`src/rtl/bias_activation_unit.sv`:
```
// Post-accumulator vector stage: per-column bias add with saturation, then
// optional leaky ReLU. Two-stage pipeline without backpressure. Row and column
// counters track tile position, and done marks the last element of each tile.
module bias_activation_unit #(
  parameter int NUM_COLS = 2,
  parameter int NUM_ROWS = 2
) (
  input  logic        clk,
  input  logic        rst,
  input  logic        bias_wr_en,
  input  logic [7:0]  bias_wr_addr,
  input  logic [15:0] bias_wr_data,
  input  logic        act_enable,
  input  logic [15:0] leak_factor,
  input  logic        in_valid,
  input  logic [15:0] in_data,
  output logic        out_valid,
  output logic [15:0] out_data,
  output logic [7:0]  out_col,
  output logic        done
);

  // Widths are at least 1 bit so single-column or single-row tiles still work.
  localparam int COL_W = (NUM_COLS > 1) ? $clog2(NUM_COLS) : 1;
  localparam int ROW_W = (NUM_ROWS > 1) ? $clog2(NUM_ROWS) : 1;
  // The bias store is padded to a power of two. The padding entries are never
  // written and never addressed by the column counter.
  localparam int DEPTH = 1 << COL_W;

  localparam logic [COL_W-1:0] COL_MAX = COL_W'(NUM_COLS - 1);
  localparam logic [ROW_W-1:0] ROW_MAX = ROW_W'(NUM_ROWS - 1);

  logic [15:0]      bias_mem [DEPTH];
  logic [COL_W-1:0] col_cnt;
  logic [ROW_W-1:0] row_cnt;
  logic             col_last;
  logic             row_last;
  logic             bias_wr_hit;

  logic [15:0]        bias_rd;
  logic signed [16:0] sum17;
  logic [15:0]        sum_sat;

  logic             s1_valid;
  logic [15:0]      s1_data;
  logic [COL_W-1:0] s1_col;
  logic             s1_last;

  logic signed [31:0] prod;
  logic signed [31:0] prod_shr;
  logic [15:0]        leaky_sat;
  logic [15:0]        act_res;

  assign col_last    = (col_cnt == COL_MAX);
  assign row_last    = (row_cnt == ROW_MAX);
  assign bias_wr_hit = bias_wr_en && ({1'b0, bias_wr_addr} < 9'(NUM_COLS));

  // Bias store. A write lands on the edge, so a read of the same index in the
  // same cycle still sees the old value.
  always_ff @(posedge clk) begin
    if (rst) begin
      for (int i = 0; i < DEPTH; i++) begin
        bias_mem[i] <= '0;
      end
    end else if (bias_wr_hit) begin
      bias_mem[bias_wr_addr[COL_W-1:0]] <= bias_wr_data;
    end
  end

  // Tile position counters advance only on accepted inputs and wrap at the
  // tile end, so the next tile starts without a gap.
  always_ff @(posedge clk) begin
    if (rst) begin
      col_cnt <= '0;
      row_cnt <= '0;
    end else if (in_valid) begin
      if (col_last) begin
        col_cnt <= '0;
        row_cnt <= row_last ? '0 : row_cnt + 1'b1;
      end else begin
        col_cnt <= col_cnt + 1'b1;
      end
    end
  end

  // Stage 1 combinational: 17-bit bias add clamped to the Q8.8 range.
  always_comb begin
    bias_rd = bias_mem[col_cnt];
    sum17   = $signed({in_data[15], in_data}) + $signed({bias_rd[15], bias_rd});
    sum_sat = sum17[15:0];
    if (!sum17[16] && sum17[15]) begin
      sum_sat = 16'h7FFF;
    end else if (sum17[16] && !sum17[15]) begin
      sum_sat = 16'h8000;
    end
  end

  // Stage 1 register: biased value plus column tag and tile-end flag.
  always_ff @(posedge clk) begin
    if (rst) begin
      s1_valid <= 1'b0;
      s1_data  <= '0;
      s1_col   <= '0;
      s1_last  <= 1'b0;
    end else begin
      s1_valid <= in_valid;
      s1_data  <= in_valid ? sum_sat : '0;
      s1_col   <= in_valid ? col_cnt : '0;
      s1_last  <= in_valid && col_last && row_last;
    end
  end

  // Stage 2 combinational: Q8.8 multiply by the leak slope. The arithmetic
  // shift floors toward -inf, and the result is clamped to 16 bits. A negative
  // slope can make the product positive, so both clamp directions are checked.
  always_comb begin
    prod      = $signed({{16{s1_data[15]}}, s1_data}) *
                $signed({{16{leak_factor[15]}}, leak_factor});
    prod_shr  = prod >>> 8;
    leaky_sat = prod_shr[15:0];
    if (prod_shr > 32'sd32767) begin
      leaky_sat = 16'h7FFF;
    end else if (prod_shr < -32'sd32768) begin
      leaky_sat = 16'h8000;
    end
    act_res = (act_enable && s1_data[15]) ? leaky_sat : s1_data;
  end

  // Output register. Data and column are forced to zero on bubbles.
  always_ff @(posedge clk) begin
    if (rst) begin
      out_valid <= 1'b0;
      out_data  <= '0;
      out_col   <= '0;
      done      <= 1'b0;
    end else begin
      out_valid <= s1_valid;
      out_data  <= s1_valid ? act_res : '0;
      out_col   <= s1_valid ? 8'(s1_col) : 8'd0;
      done      <= s1_valid && s1_last;
    end
  end

endmodule

```
`config.mk`:
```
export PLATFORM = sky130hd
export DESIGN_NAME = bias_activation_unit
export DESIGN_NICKNAME = d
export VERILOG_FILES = /design/src/rtl/bias_activation_unit.sv
export SDC_FILE = /design/constraint.sdc
export NUM_CORES = 1
export LEC_CHECK = 0
export CORE_ASPECT_RATIO = 1.75
export CORE_MARGIN = 5
export CORE_UTILIZATION = 45
export CTS_CLUSTER_SIZE = 12
export DETAILED_ROUTE_END_ITERATION = 8
export PLACE_DENSITY_LB_ADDON = 0.15
export SLEW_MARGIN = 10
export SYNTH_ARGS = -nofsm -noshare
export SYNTH_HDL_FRONTEND = slang
export SYNTH_SLANG_ARGS = --single-unit
```
`constraint.sdc`:
```
create_clock -name clk -period 17.62 [get_ports clk]
set_clock_uncertainty 0.15 [all_clocks]
set_input_delay 1.762 -clock clk [delete_from_list [all_inputs] [get_ports clk]]
set_output_delay 1.762 -clock clk [all_outputs]
set_load 0.01 [all_outputs]
```
# Yosys cells after proc, flatten, opt, wreduce, memory -nomap -nowiden
# Memories as Yosys holds them, arrays and structs flattened. A register that Yosys moved wholly into a read port is not among the register bits.
# Cells that the tools add are included.
# totals
register_bits	47
mem_bits_rw	32
input_bits	61
n_memories	1
# mem_list
memory	words	word_bits	rd	rd_ports_with_merged_regs	wr	line_no	rtl
bias_mem	2	16	1	1	2	33	logic [15:0] bias_mem [DEPTH];
# classes
n_addsub	3
multipliers	1
n_lt_le_gt_ge	3
muxes	17
bitwise	2
n_reduce_logical	14
# op_table
operator	n
16-bit 2-to-1 mux	5
16-bit by 16-bit multiplier with 32-bit output	1
24-bit by 16-bit > comparator with 1-bit output, second input constant	1
24-bit by 16-bit less-than comparator with 1-bit output, second input constant	1
16-bit by 16-bit adder with 17-bit output	1
16-bit OR reduction	1
15-bit 2-to-1 mux	1
1-bit 2-to-1 mux	11
8-bit by 2-bit less-than comparator with 1-bit output, second input constant	1
1-bit logical AND	7
2-bit OR reduction	2
3-bit OR reduction	1
1-bit adder, second input constant	2
1-bit logical NOT	2
1-bit NOT	2
2-bit AND reduction	1

# Longest topological paths before layout
# Gate-level depths: netlist of run 1.
# depth
word_depth	7
mapped_depth	26

# Least setup slack after synthesis of run 1
# Ideal clock, no wire load.
# synth_path
kind	input to register
from	in leak_factor[15]
to	reg out_data[10]
setup_time_ps	122
arrival_ps	7959
required_time_ps	17348
path_slack_ps	9389
cell_stages	22
path_buffers	2
cell_sequence	inv_1 clkbuf_1 nor2_1 fa_1 fa_1 fa_1 fa_1 fa_1 inv_1 fa_1 inv_1 ha_1 a211oi_2 o21ai_1 a31oi_1 nor2b_1 o41a_1 o41a_1 or4b_1 o21ai_2 buf_8 a21oi_2
# synth_between
elab_chain_cells	5
elab_cells_between_ends	6
# synth_lines
element	line_no	rtl
from (decl)	14	input logic [15:0] leak_factor,
16-bit by 16-bit multiplier with 32-bit output (*)	117	prod = $signed({{16{s1_data[15]}}, s1_data}) *
24-bit by 16-bit less-than comparator with 1-bit output	123	end else if (prod_shr < -32'sd32768) begin
16-bit 2-to-1 mux	123	
16-bit 2-to-1 mux (*)	121	if (prod_shr > 32'sd32767) begin
16-bit 2-to-1 mux (*)	126	act_res = (act_enable && s1_data[15]) ? leaky_sat : s1_data;
to (signal assigned)	138	out_data <= s1_valid ? act_res : '0;
to (decl)	18	output logic [15:0] out_data,
# Every way passes the cells marked *; elsewhere a longest branch is shown, timed or not.
# A chain may end at the register's enable or synchronous reset.

# Final worst setup path of run 1
# layout_path
from	in leak_factor[2]
to	reg out_data[11]
# The elaborated chain is that of the path after synthesis.

==> results of run 1 <==
[worst register-to-register path, cell delays in order (launching register included)]
cell,delay [ps]
dfxtp_1,760
and2_1,270
inv_1,70
fa_1,570
inv_1,160
fa_1,850
inv_1,110
fa_1,410
fa_1,540
inv_1,50
fa_1,530
inv_1,50
fa_1,470
inv_1,40
ha_1,220
a21o_1,190
a21o_1,160
a21oi_1,250
o21ai_1,200
a2111oi_0,430
o2111ai_1,190
nor2_1,730
o211ai_1,210
a21oi_2,170
[registers in the layout, summed over array words and instances, names as in the netlist, named ones only]
name and flops:
s1_last 1, s1_data 16, s1_col 1, out_data 16, done 1, out_col 1
col_cnt 1, bias_mem 32, s1_valid 1, out_valid 1, row_cnt 1
[Yosys cell counts (all sizes together), types with 16 or more instances]
| cell type | instances | area [um2] |
|---|---|---|
| clkbuf | 42 | 158 |
| fa | 262 | 5250 |
| and2 | 153 | 957 |
| dfxtp | 41 | 821 |
| xnor2 | 26 | 228 |
| nor2 | 53 | 199 |
| inv | 308 | 1160 |
| ha | 96 | 1200 |
| o21ai | 63 | 327 |
| nand2 | 139 | 522 |
| mux2 | 16 | 180 |
| edfxtp | 32 | 961 |
| a21oi | 41 | 243 |
[power by group through the flow]
stage	Clock, mW	Combinational [mW]	Sequential (mW)
after global routing	0.189	2.70	0.222
after global placement	0	2.37	0.224
final	0.177	2.35	0.220
after CTS	0.182	2.40	0.220
after detailed placement	0	2.38	0.224
after floorplan	0	1.83	0.200
[final timing paths]
path | startpoint | end | slack [ps] | depth (start not counted)
worst max-delay path | leak_factor[2] | out_data[11]$_SDFF_PP0_ | 8240 | 24
worst max register to register | s1_data[15]$_SDFF_PP0_ | out_data[11]$_SDFF_PP0_ | 9780 | 23
worst min register to register | s1_last$_SDFF_PP0_ | done$_SDFF_PP0_ | 280 | 1
worst min-delay path | s1_last$_SDFF_PP0_ | done$_SDFF_PP0_ | 280 | 1
[through the flow]
step	power [mW]	hold WS, ps	setup WS [ps]	instance area, um2	cells
CTS	2.80	285	8180	14600	1842
detailed placement	2.60	268	7870	14300	1826
floorplan	2.03	256	9390	13200	1411
finish	2.75	277	8240	14600	1842
global placement	2.59	263	7980	14300	1826
global route	3.12	304	7720	14600	1842
[kinds of logic after synthesis]
logic type	Yosys count
multiplexers	18
AND/OR/NAND/NOR	401
buffers and inverters	361
adder cells (fa/ha/maj)	358
flip-flops	73
other	1
XOR/XNOR	39
AO/OA/AOI/OAI	154
[metal layers]
metal	up-vias	wire [um]	share of wire	GRT usage
met5	-	0	0	0
met4	0	1290	0.041	0.0730
met3	70	1000	0.032	0.0199
met2	172	18000	0.58	0.383
met1	4726	11000	0.35	0.217
li1	4350	-	-	-
[final cells by class]
class	count	area [um2]	share of cell area
sequential	73	1780	0.122
inverter	308	1160	0.0794
clock buffer	12	267	0.0183
timing repair buffer	86	843	0.0579
tap	382	478	0.0328
multi-input combinational	977	10000	0.687
clock inverter	4	32.5	0.00223
==> reports/summary.log, run 1 <==
[status] outcome finished, final reports clean
[critical_path] Worst Setup Start Kind input port
[timing] Relative slew margins 0.303
[critical_path] CP max-delay cell clkdlybuf4s50_1
[timing] number of setup violations in the final report 0
[die] Die X 139 um
[power] power per cell area 189 nW/um2
[power] Comb power frac 0.855
[routing] detailed-route vias per instance 5.06
[power] Sw Share 0.532
[synth] Yosys Warn Count 0
[job] maxcap violations 0
[routing] number of DRC markers in iteration 0 374
[timing] setup TNS 0 ps
[routing] overall routed net length 31300 um
[die] Die Outline Area 32900 um2
[finish] total of fill cells in the finished design 2824
[critical_path] critical path class input port to flop
[finish] commonest non-fill, non-tap cell in the layout inv_1
[synth] number of enable flip-flop cells after synthesis 32
[timing] count of final max-slew check failures 0
[clock_network] # H-tree levels 3
[power] Clock Power Share 0.065
[timing] Period Utilization, post-route 0.532
[power] internal power component 1.29 mW
[global_route] pin count of the biggest net entering global routing 20
[routing] detailed-route wire length per cell 17.0 um
[power] Worst VDD drop 0.179 mV
[timing] FMAX 107 MHz
[synth] dominant combinational cell family by area after synthesis adder cells
[global_route] wire length of the first global-routing pass 51600 um
[critical_path] cell class contributing the biggest share of worst-path delay adder cells
[clock_network] clock tree from TritonCTS yes
[synth] most used flip-flop cell after synthesis dfxtp_1
[synth] mux share of post-synthesis cell area 0.0152
[critical_path] arrival time of data at the critical path endpoint 9480 ps
[synth] post-synthesis cell area 13200 um2
[die] floorplan core area 29100 um2
[clock_network] hold buffer count at CTS 0
[global_route] total global routing overflow 0
[routing] residual antenna-violating net count after detailed routing 0
[routing] total via count after detailed routing 9318
[critical_path] kind of end point of the critical path flop
[synth] simple-gate share of the synthesized area 0.153
[synth] number of synthesized register bits 73
[synth] proportion of register bits with asynchronous set or reset after synthesis 0
[synth] fraction of synthesized cell area in xor and xnor cells 0.0260
[critical_path] Slowest Stage Delay on Critical Path 870 ps
[clock_network] cell at the root of the clock tree clkbuf_16
[die] Initial Utilization 0.453
[synth] mean post-synth cell area 9.37 um2
[critical_path] largest fanout of any net on the critical path 16
[critical_path] number of buffer and inverter instances along the worst setup path 7
[global_route] via count of the first global-routing pass 10.2k
[clock_network] Reg clk slew, reported paths 60 ps
[routing] Residual DRC 0
[finish] net total in the final layout 1874
[finish] Layout Area Growth over Synthesis 10.7%
[synth] register area share after synthesis 0.135
[placed_design] half-perimeter wire length after placement 26400 um
[timing] unrepaired setup endpoints after global routing no
[finish] number of diodes 0
[clock_network] number of buffers on the longest clock path 2
[synth] adder and majority gate portion of the synthesized area 0.490
[global_route] antenna violations before repair 0
[power] net switching power figure 1.46 mW
[timing] Worst Tran Pin Value 1040 ps
[placed_design] quantity of I/O buffers inserted on ports 79
[routing] DRT Pass-1 Iters 5
[finish] final design utilization 0.501
[global_route] total global-route track usage 0.197
[synth] library cells used by synthesis 59
[critical_path] required time reported for the critical path endpoint 17720 ps
[critical_path] cell-by-cell listing of the critical path clkdlybuf4s50_1 -> and2_1 -> inv_1 -> fa_1 -> inv_1 -> fa_1 -> inv_1 -> fa_1 -> fa_1 -> inv_1 -> fa_1 -> inv_1 -> fa_1 -> inv_1 -> ha_1 -> a21o_1 -> a21o_1 -> a21oi_1 -> o21ai_1 -> a2111oi_0 -> o2111ai_1 -> nor2_1 -> o211ai_1 -> a21oi_2
[finish] layout cells sized above 1 0.0397
[timing] final hold viol count 0
[die] Die H 236 um
[clock_network] Skew-Pair Late Insertion Delay 330 ps
[placed_design] final weighted congestion of routability-driven global placement 0.860
[die] Rows 83
[clock_network] Num CTS Buffers 9
[power] sequential power share 0.080
[timing] min Tclk post-route 9380 ps
[synth] post-synthesis instance total 1405
[power] static leakage 6.93 nW
[clock_network] post-cts repair resize count 0
[synth] compound-gate portion of the synthesized area 0.0742
[die] # IOs 87
[clock_network] number of buffers inserted to repair setup after CTS 0
[finish] leading cell types in the layout, fill and taps excluded inv_1 (308), fa_1 (262), and2_1 (152)
[clock_network] clk sinks 73
[min_path] path class of the lowest-slack min-delay path flop to flop
Note: power is estimated with default switching activity, not from simulation.
==> inputs of run 2 (changes only) <==
- clock period: 17.62 -> 8.7 ns (I/O delays scaled with it)
==> reports/summary.log, run 2 (synthesized netlist as in run 1, its figures left out) <==
[timing] Worst Tran Pin Value 1090 ps
[finish] Layout Area Growth over Synthesis 11.7%
[timing] min Tclk post-route 8190 ps
[finish] final design utilization 0.506
[finish] total of fill cells in the finished design 2734
[critical_path] endpoint of the lowest-slack register-to-register path out_data[0]$_SDFF_PP0_
[placed_design] count of placed standard cells including taps 1843
[status] outcome finished, final reports clean
[die] Die H 236 um
[die] # IOs 87
[clock_network] post-cts repair resize count 0
[timing] setup TNS 0 ps
[timing] Relative slew margins 0.274
[timing] final worst-path setup slack 508 ps
[placed_design] final weighted congestion of routability-driven global placement 0.889
[critical_path] critical path class input port to flop
[finish] net total in the final layout 1891
[job] maxcap violations 0
[clock_network] Skew-Pair Late Insertion Delay 340 ps
[global_route] total global-route track usage 0.200
[global_route] antenna violations before repair 0
[power] total power 5.68 mW
[critical_path] register-to-register path setup slack 990 ps
[min_path] worst hold path startpoint s1_last$_SDFF_PP0_
[clock_network] number of buffers on the longest clock path 2
[die] floorplan core area 29100 um2
[finish] post-layout instance count excluding filler cells 1859
[placed_design] Cell Area, Placed 14400 um2
[power] static leakage 7.01 nW
[clock_network] Reg clk slew, reported paths 60 ps
[die] Die X 139 um
[clock_network] # H-tree levels 3
[clock_network] hold buffer count at CTS 0
[placed_design] half-perimeter wire length after placement 27200 um
[critical_path] kind of end point of the critical path flop
[critical_path] worst r2r path cells 21
[finish] registers with the most flip-flops bias_mem (32), out_data (16), s1_data (16)
[timing] unrepaired setup endpoints after global routing no
[clock_network] Num CTS Buffers 9
[timing] FMAX 122 MHz
[clock_network] cell at the root of the clock tree clkbuf_16
[global_route] wire length of the first global-routing pass 52300 um
[critical_path] destination of the critical timing path out_data[0]$_SDFF_PP0_
[routing] total via count after detailed routing 9311
[timing] Worst Hold Margin 280 ps
[finish] leading cell types in the layout, fill and taps excluded inv_1 (308), fa_1 (262), and2_1 (152)
[global_route] via count of the first global-routing pass 10.4k
[critical_path] required time reported for the critical path endpoint 8730 ps
[routing] overall routed net length 31300 um
[placed_design] quantity of I/O buffers inserted on ports 79
[global_route] total global routing overflow 0
[finish] largest register by flop count bias_mem
[die] Rows 83
[global_route] pin count of the biggest net entering global routing 20
[routing] DRT Pass-1 Iters 4
[clock_network] number of buffers inserted to repair setup after CTS 0
[timing] Period Utilization, post-route 0.942
[routing] number of DRC markers in iteration 0 322
[critical_path] Worst Setup Start Kind input port
[routing] detailed-route wire length per cell 16.8 um
[finish] layout cells sized above 1 0.0508
[min_path] path class of the lowest-slack min-delay path flop to flop
[power] power per cell area 386 nW/um2
[die] Die Outline Area 32900 um2
[clock_network] clock tree from TritonCTS yes
[timing] count of final max-slew check failures 0
[finish] number of diodes 0
[critical_path] arrival time of data at the critical path endpoint 8220 ps
[timing] number of setup violations in the final report 0
[critical_path] Worst setup startpoint leak_factor[15]
[power] Worst VDD drop 0.309 mV
[finish] number of flip-flops in the largest register 32
[timing] final hold viol count 0
[finish] Layout Cell Area excl Fill 14700 um2
[clock_network] clk sinks 73
[routing] Residual DRC 0
[routing] detailed-route vias per instance 5.01
[placed_design] post-place setup slack 161 ps
[critical_path] reg2reg start s1_data[15]$_SDFF_PP0_
[routing] residual antenna-violating net count after detailed routing 0
[die] Initial Utilization 0.453
[finish] commonest non-fill, non-tap cell in the layout inv_1
[critical_path] largest fanout of any net on the critical path 15
## run 2: cell count changes in the layout (fill, tap and decap cells not counted), sizes merged
cell      before  now
buf            7   24
clkinvlp       0    1
clkinv         1    0
## run 2: layout make-up
cell class              count  area, um2  area share
clock buffers              12        278      0.0189
clock inverters             4       28.8     0.00196
inverters                 308       1160      0.0786
multi-input cells         977      10000       0.681
flip-flops and latches     73       1780       0.121
well taps                 382        478      0.0325
repair buffers            103        971      0.0660
## run 2: report_power, final
| group | switching, mW | total (mW) | internal, mW |
|---|---|---|---|
| Sequential | 0.0827 | 0.465 | 0.382 |
| Clock | 0.143 | 0.370 | 0.227 |
| Combinational | 2.82 | 4.84 | 2.02 |
## run 2: worst min-delay path by stage
stage	end	cells after the start
floorplan	done$_SDFF_PP0_	1
global placement	out_col[0]$_SDFF_PP0_	1
detailed placement	done$_SDFF_PP0_	1
CTS	done$_SDFF_PP0_	1
global route	out_col[0]$_SDFF_PP0_	1
finish	done$_SDFF_PP0_	1
## run 2: per-layer routing
| metal | track usage | vias to the layer above | part of all wire |
|---|---|---|---|
| met2 | 0.400 | 153 | 0.59 |
| met3 | 0.0191 | 58 | 0.023 |
| li1 | - | 4382 | - |
| met5 | 0 | - | 0 |
| met4 | 0.0703 | 0 | 0.038 |
| met1 | 0.213 | 4718 | 0.35 |
## run 2: worst max-delay path, cell delays in order
cell and delay (ps):
clkdlybuf4s50_1 690, inv_1 260, nor2_1 190, fa_1 480, fa_1 530, fa_1 540, fa_1 520, fa_1 580
inv_1 70, fa_1 540, inv_1 40, ha_1 360, a211oi_2 200, o21ai_1 110, a31oi_1 280, nor2b_1 100
o41a_1 420, o41a_1 370, or4b_1 550, o21ai_2 350, a21oi_1 160
==> inputs of run 3 (changes only) <==
--- a/constraint.sdc
+++ b/constraint.sdc
@@ -3,3 +3,3 @@
 set_input_delay 0.87 -clock clk [delete_from_list [all_inputs] [get_ports clk]]
 set_output_delay 0.87 -clock clk [all_outputs]
-set_load 0.01 [all_outputs]
+set_load 0.02 [all_outputs]
==> results of run 3 <==
The final DEF is identical to that of run 2. Status: finished, final reports clean.
